File: src/rtl/rd_target_pkg.sv
`default_nettype none
// +--------------------------------------------------------------------------+
// | rd_target_pkg: default sizes and the READ/DELAY phase encoding.           |
// | Rev 1.0 - initial release                                                 |
// +--------------------------------------------------------------------------+
package rd_target_pkg;

  localparam int c_DATA_W = 8;
  localparam int c_DEPTH  = 16;
  localparam int c_WAIT_W = 3;

  typedef enum logic [0:0] {
    P_FIRST  = 1'b0,
    P_SECOND = 1'b1
  } phase_e;

endpackage : rd_target_pkg
`default_nettype wire

File: src/rtl/rd_target_mem.sv
`default_nettype none
// +--------------------------------------------------------------------------+
// | rd_target_mem: 1W/1R synchronous memory, read-before-write, held output.  |
// | Rev 1.0 - initial release                                                 |
// +--------------------------------------------------------------------------+
module rd_target_mem
  import rd_target_pkg::*;
#(
  parameter int DATA_W = c_DATA_W,
  parameter int DEPTH  = c_DEPTH
) (
  input  logic                     clock,
  input  logic                     reset_n,
  input  logic                     wr_en,
  input  logic [$clog2(DEPTH)-1:0] wr_addr,
  input  logic [DATA_W-1:0]        wr_data,
  input  logic                     rd_en,
  input  logic [$clog2(DEPTH)-1:0] rd_addr,
  output logic [DATA_W-1:0]        rdata
);

  logic [DATA_W-1:0] r_mem [DEPTH];

  // Array contents are deliberately left out of reset.
  always_ff @(posedge clock) begin
    if (wr_en) begin
      r_mem[wr_addr] <= wr_data;
    end
  end

  // Non-blocking read of r_mem yields the pre-write word on an address clash.
  always_ff @(posedge clock or negedge reset_n) begin
    if (!reset_n) begin
      rdata <= '0;
    end else if (rd_en) begin
      rdata <= r_mem[rd_addr];
    end
  end

endmodule : rd_target_mem
`default_nettype wire

File: src/rtl/rd_target.sv
`default_nettype none
// +--------------------------------------------------------------------------+
// | rd_target: wait-state read target for a READ/DELAY pair controller.       |
// | Optional rpar output (parity of rdata) with macro RD_TARGET_PARITY_EN.    |
// | Rev 1.0 - initial release                                                 |
// +--------------------------------------------------------------------------+
module rd_target
  import rd_target_pkg::*;
#(
  parameter int DATA_W = c_DATA_W,
  parameter int DEPTH  = c_DEPTH,
  parameter int WAIT_W = c_WAIT_W
) (
  input  logic                     clock,
  input  logic                     reset_n,
  input  logic                     rd,
  input  logic                     ds,
  output logic                     ws,
  input  logic [WAIT_W-1:0]        wait_cfg,
  input  logic                     addr_load,
  input  logic [$clog2(DEPTH)-1:0] addr_in,
  input  logic                     wr_en,
  input  logic [$clog2(DEPTH)-1:0] wr_addr,
  input  logic [DATA_W-1:0]        wr_data,
  output logic [DATA_W-1:0]        rdata,
  output logic                     rvalid,
  output logic                     busy,
  output logic                     err,
  input  logic                     err_clr
`ifdef RD_TARGET_PARITY_EN
  ,
  output logic                     rpar
`endif
);

  localparam int AW = $clog2(DEPTH);
  localparam logic [AW-1:0]     c_PTR_ONE = AW'(1);
  localparam logic [WAIT_W-1:0] c_CNT_ONE = WAIT_W'(1);

  phase_e            r_phase;
  logic              r_busy;
  logic [WAIT_W-1:0] r_cnt;
  logic [AW-1:0]     r_ptr;
  logic              r_rvalid;
  logic              r_err;

  logic w_err_rd;
  logic w_err_ds;
  logic w_abort;
  logic w_fire;

  // Protocol violations take priority over any normal phase progress.
  assign w_err_rd = r_busy & ~rd;
  assign w_err_ds = ds & (r_busy | (r_phase == P_SECOND));
  assign w_abort  = w_err_rd | w_err_ds;
  assign w_fire   = ~w_abort & rd & (r_phase == P_SECOND) & (r_cnt == '0);

  always_ff @(posedge clock or negedge reset_n) begin
    if (!reset_n) begin
      r_phase  <= P_FIRST;
      r_busy   <= 1'b0;
      r_cnt    <= '0;
      r_ptr    <= '0;
      r_rvalid <= 1'b0;
      r_err    <= 1'b0;
    end else begin
      r_rvalid <= w_fire;

      if (w_abort) begin
        r_err <= 1'b1;
      end else if (err_clr) begin
        r_err <= 1'b0;
      end

      if (w_abort) begin
        r_phase <= P_FIRST;
        r_busy  <= 1'b0;
        r_cnt   <= '0;
      end else if (rd) begin
        case (r_phase)
          P_FIRST: begin
            r_phase <= P_SECOND;
            // wait_cfg is captured only when a new transaction opens.
            if (!r_busy) begin
              r_cnt  <= wait_cfg;
              r_busy <= 1'b1;
            end
          end
          default: begin
            r_phase <= P_FIRST;
            if (r_cnt != '0) begin
              r_cnt <= r_cnt - c_CNT_ONE;
            end else begin
              r_busy <= 1'b0;
              r_ptr  <= r_ptr + c_PTR_ONE;
            end
          end
        endcase
      end else if (addr_load && !r_busy) begin
        r_ptr <= addr_in;
      end
    end
  end

  assign ws     = (r_phase == P_SECOND) & (r_cnt != '0);
  assign busy   = r_busy;
  assign rvalid = r_rvalid;
  assign err    = r_err;

  rd_target_mem #(
    .DATA_W (DATA_W),
    .DEPTH  (DEPTH)
  ) u_mem (
    .clock   (clock),
    .reset_n (reset_n),
    .wr_en   (wr_en),
    .wr_addr (wr_addr),
    .wr_data (wr_data),
    .rd_en   (w_fire),
    .rd_addr (r_ptr),
    .rdata   (rdata)
  );

`ifdef RD_TARGET_PARITY_EN
  // rdata is itself a register, so this tracks it exactly and is 0 in reset.
  assign rpar = ^rdata;
`endif

endmodule : rd_target
`default_nettype wire

File: config.mk
export PLATFORM = sky130hd
export DESIGN_NAME = rd_target
export DESIGN_NICKNAME = d
export VERILOG_FILES = /design/src/rtl/rd_target_pkg.sv /design/src/rtl/rd_target_mem.sv /design/src/rtl/rd_target.sv
export SDC_FILE = /design/constraint.sdc
export NUM_CORES = 1
export LEC_CHECK = 0
export CAP_MARGIN = 0
export CORE_MARGIN = 5
export CORE_UTILIZATION = 31
export CTS_BUF_LIST = sky130_fd_sc_hd__clkbuf_8
export DETAILED_ROUTE_END_ITERATION = 8
export PLACE_DENSITY = 0.54
export SYNTH_ARGS = -nofsm -noshare
export SYNTH_HDL_FRONTEND = slang
export SYNTH_HIERARCHICAL = 1
export SYNTH_SLANG_ARGS = --single-unit
File: constraint.sdc
create_clock -name clock -period 2.76 [get_ports clock]
set_input_delay 0.276 -clock clock [delete_from_list [all_inputs] [get_ports clock]]
set_output_delay 0.276 -clock clock [all_outputs]
set_load 0.02 [all_outputs]
* Word level (Yosys, flattened, before mapping)
Memory sizes are Yosys's and may differ from the RTL's. A register that Yosys moved wholly into a read port is not among the register bits.
Cells that the tools add are included.
** Storage, ports and cells
- Bits in registers :: 11
- Latch bits :: 0
- Memory bits (writable) :: 128
- Memory bits (read-only) :: 0
- Output and inout bits :: 12
- Logic and storage cells :: 55
- Memories kept :: 1
** Memory list
- u_mem.r_mem :: depth 16, width 8, rd ports 1, clocked after Yosys merged registers in 1, write ports 1, line rd_target_mem.sv:22 : logic [DATA_W-1:0] r_mem [DEPTH];
** Operators by class
- Add/sub/neg operators :: 2
- Multipliers :: 0
- Divide/modulo/power cells :: 0
- Order comparisons :: 0
- Equal/unequal tests :: 5
- Shift operators :: 0
- Multiplexer cells :: 20
- Bitwise logic cells :: 10
- Reduce and logical (&&, ||, !) cells :: 11
** Operator list (count)
- 2-to-1 mux 4 bit :: 4
- 2-to-1 mux 3 bit :: 5
- 2-to-1 mux 1 bit :: 11
- AND 1 bit :: 6
- nonzero test 2 bit :: 3
- adder 4 x 1 -> 4 bit, second input constant :: 1
- AND reduction 4 bit :: 1
- logical NOT 3 bit :: 1
- inequality test 3 x 1 -> 1 bit, second input constant :: 1
- inequality test 3 x 2 -> 1 bit, second input constant :: 1
- inequality test 3 bit, second input constant :: 1
- AND reduction 3 bit :: 1
- nonzero test 3 bit :: 1
- subtractor 3 x 1 -> 3 bit, second input constant :: 1
- logical NOT 1 bit :: 2
- inequality test 2 x 1 -> 1 bit, second input constant :: 1
- inequality test 2 bit, second input constant :: 1
- NOT 1 bit :: 2
- OR 1 bit :: 2
- AND reduction 2 bit :: 1
- logical AND 1 bit :: 1

* Depth between registers and ports, before layout
- Depth in word-level cells :: 7
- Mapped depth :: 9

* Hierarchy
Netlist, hierarchy kept.
** Modules (own cells, without submodules)
- rd_target_mem :: instances 1, cells each 240, area an instance 5331.4 sq um
- rd_target :: instances 1, cells each 74, area an instance 773.2 sq um

* Least setup slack after synthesis
No wires, ideal clock.
- Kind :: register -> register
- Start :: register r_cnt[0]
- End :: register u_mem.rdata[0], read port of u_mem.r_mem
- Setup time :: 147 ps
- Arrival :: 1821 ps
- Required time :: 2613 ps
- Path slack :: 793 ps
- Stages on the path, launching flop included :: 10
- Buffers on the path :: 2
- Clock period less this slack :: 1967 ps
- Cells stage by stage :: dfrtp_1 -> inv_1 -> ha_1 -> ha_1 -> nand4b_4 -> inv_2 -> buf_1 -> and2_1 -> buf_1 -> a221oi_2
** On the way
- Word-level cells in the longest chain between the ends :: 2
** RTL lines
- start, declared :: line rd_target.sv:42 : logic [WAIT_W-1:0] r_cnt;
- start signal, assigned :: line rd_target.sv:85 : r_cnt <= wait_cfg;
- start signal, assigned :: line rd_target.sv:92 : r_cnt <= r_cnt - c_CNT_ONE;
- logical NOT 3 bit :: line rd_target.sv:56 : assign w_fire = ~w_abort & rd & (r_phase == P_SECOND) & (r_cnt == '0);
- AND 1 bit :: line rd_target.sv:56
- via w_fire :: line rd_target.sv:50 : logic w_fire;
- end, declared :: line rd_target_mem.sv:19 : output logic [DATA_W-1:0] rdata
The timed path passes the listed nets, and every way through them passes these cells.
A chain may end at the register's enable or synchronous reset.

* Worst setup path after layout
- Start :: register r_cnt[0]
- End :: output port ws
** On the way
- Word-level cells in the longest chain between the ends :: 2
** RTL lines
- nonzero test 3 bit :: line rd_target.sv:105 : assign ws = (r_phase == P_SECOND) & (r_cnt != '0);
- AND 1 bit :: line rd_target.sv:105
- end, declared :: line rd_target.sv:18 : output logic ws,
Every way passes these cells.

==> metrics.md <==
| Metric | Value |
|---|---|
| Clock-pin slew on the worst setup and hold paths | about 0.080 ns |
| I/O pins | 38 |
| Max VDD drop | roughly 0.00042 V |
| Buf/Inv on CP | 2 |
| Vias in the first global route | about 3200 |
| Initial drt markers | between 150 and 200 |
| Post-route DRC | 0 |
| Synth Warn # | 6 |
| Tot Pwr | just over 6 mW |
| HPWL Detailed | about 8.4 mm |
| Fin nets | about 400 |
| First-pass GRT wire length | 19.5 mm |
| Starting density of the core | 0.315 |
| Largest cells by area after synthesis | edfxtp_1, mux4_2, dfrtp_1 |
| Post_cts resized | 0 |
| Kind of critical path | flip-flop to primary output |
| Via count | 3091 |
| Clk_lat worst skew | ~0.43 ns |
| Avg WL per Cell | 19.8 um |
| Slew headroom | 0.389 |
| Worst R2R Setup Slack | approximately 0.86 ns |
| Synth top cells by count | edfxtp_1, mux4_2, nor2_1 |
| R2R depth | 4 |
| CTS tree | yes |
| Final period util | 0.830 |
| CP delay by family, top | buffers and inverters |
| Async S/R FF share, synth | 0.129 |
| Worst stage delay on the critical path | a little over 0.6 ns |
| P_leak | roughly 2.5 nW |
| Inserted Clock Buffers | 17 |
| Area growth syn-to-layout | 18.8% |
| Final setup violation count | 0 |
| Syn avg cell area | 19.4 um^2 |
| Crit path cell chain | inv_1 > ha_1 > ha_1 > nor2b_1 > clkdlybuf4s50_1 |
| Endpoints failing hold | 0 |
| Layout cell share with drive strength beyond 1 | 0.262 |
| Most frequent cell after synthesis | edfxtp_1 |
| Final Non-Filler Cells | approximately 650 |
| DR pass1 iterations | 4 |
| Synth top area share | 0.630 |
| Synth Register Bits | approximately 150 |
| Endpoint class of the critical path | primary output |
| Fmax | 436 MHz |
| RSZ-0062 raised after global routing | false |
| Die Wd | around 150 um |
| Required @ worst endpoint | ~2.5 ns |
| Buffers on Ports | 37 |
| Max Cap Viol | 0 |
| Gr usage total | 0.119 |
| Drt via density | 4.75 |
| Final Skew | about 0.012 ns |
| CTS Hold Bufs | 0 |
| Die height | roughly 150 um |
| Sequential share of the synthesized area | 0.708 |
| Synthesized area | about 0.006 mm^2 |
| CTS H-tree depth | 4 |
| TNS Setup | 0 ns |
| Post-Syn Instances | 314 |
| Worst path most repeated cell | ha_1 |
| Worst Hold Class | input port to async pin |
| Max FO, Critical Path | 3 |
| Routed Antenna Nets | 0 |
| Syn_nets | approximately 340 |
| Core area | between 0.015 and 0.02 mm^2 |
| Clock Sinks | roughly 150 |
| Startpoint types | flip-flop |
| Pwr Density | approximately 840 mW/mm^2 |
| Post-synth top flop | edfxtp_1 |
| Reg-to-Reg Start | r_ptr[2] |
| WL final | between 10 and 15 mm |
| Die ar. | around 0.023 mm^2 |
| Yosys cell types | 46 |
| Initial antenna violation count | 0 |
| Largest net degree at the start of global routing | 37 |
| Leading area contributor after synthesis | edfxtp_1 |
| Post-synth EDFFs | ~130 |
| Status | finished, final reports clean |
| Fin crit period | about 2.3 ns |
| Fin. max-slew vios | 0 |
| Crit path DAT | 2.02 ns |
| Number of diodes | 0 |
| GPL Wtd Cong | 0.760 |
| CTS root buffer | clkbuf_8 |
| Row cnt | 51 |
| Setup bufs post-CTS | 0 |
| RR Endpoint | u_mem/rdata[0] |
| Slew @ Worst Pin | 0.913 ns |
| Crit path max-delay cell type | clkdlybuf4s50_1 |
| Placed instance count | approximately 620 |
| CTS Buffer Depth | 2 |
| Global route overflow | 0 |
[final cells by class]
class	instances	area (um^2)
flip-flops and latches	147	4320
well taps	265	332
inverters	9	33.8
fillers	1837	12100
repair buffers	57	546
clock buffers	17	234
clock inverters	15	194
multi-input cells	141	1600
[registers in the layout, indices dropped and copies added, names as in the netlist]
| name | flops |
|---|---|
| r_phase | 1 |
| busy | 1 |
| u_mem/r_mem | 128 |
| err | 1 |
| r_cnt | 3 |
| rvalid | 1 |
| u_mem/rdata | 8 |
| r_ptr | 4 |
[cells by family (layout without fill, tap and decap cells)]
family	Yosys count	in the layout	synth area share
buffers and inverters	26	98	0.0312
AO/OA/AOI/OAI	34	34	0.0525
flip-flops	147	147	0.708
adder cells (fa/ha/maj)	3	3	0.00615
multiplexers	44	44	0.142
AND/OR/NAND/NOR	60	60	0.0609
[where the power goes]
part           leakage [nW]  total [mW]  internal (mW)  switching, mW
sequential             1.39        2.68           2.56          0.119
clock                 0.222        1.80          0.925          0.879
combinational         0.862        1.63          0.789          0.837
[worst register-to-register path, delay by kind of cell (launching register included)]
family                 cells  cell delay (ns)
buffers and inverters      1             0.26
AO/OA/AOI/OAI              1             0.11
flip-flops                 1             0.39
multiplexers               2             1.00
[layout by cell type, fill, tap and decap left out, types with 4 or more instances in the layout]
cell | netlist | routed
dfrtp_1 | 19 | 19
nand2b_1 | 6 | 6
a221oi_2 | 8 | 8
mux4_1 | 6 | 6
mux2i_1 | 10 | 10
inv_1 | 7 | 7
nand3b_1 | 4 | 4
nor3_1 | 4 | 4
clkbuf_8 | 0 | 17
inv_8 | 0 | 4
mux4_2 | 26 | 26
o21ai_0 | 5 | 5
o22ai_1 | 8 | 8
nor2_1 | 20 | 20
buf_4 | 1 | 18
edfxtp_1 | 128 | 128
clkdlybuf4s50_1 | 0 | 37
[how the worst max path moves through the flow]
stage	to	slack, ns	cells after the start	from
floorplan	u_mem/rdata[0]	0.79	9	r_cnt[0]
finish	ws	0.47	5	r_cnt[0]
global route	ws	0.33	5	r_cnt[0]
detailed placement	u_mem/rdata[7]	0.66	5	rd
global placement	u_mem/rdata[4]	0.74	5	rd
CTS	ws	0.42	5	r_cnt[0]
[metal layers]
metal,global-route usage,routed length (um)
met1,0.166,5690
met2,0.187,6300
met3,0.0283,778
met4,0.0343,122
met5,0,0
[stage by stage]
stage / setup WS [ns] / utilization / hold WS (ns) / area [um^2]
global placement: 0.740 / 0.352 / 0.526 / 6830
floorplan: 0.793 / - / -0.0196 / 6100
global route: 0.330 / 0.374 / 0.393 / 7250
detailed placement: 0.655 / 0.352 / 0.527 / 6830
finish: 0.469 / 0.374 / 0.349 / 7250
CTS: 0.420 / 0.374 / 0.364 / 7250
Power figures use the tool's default switching activity.
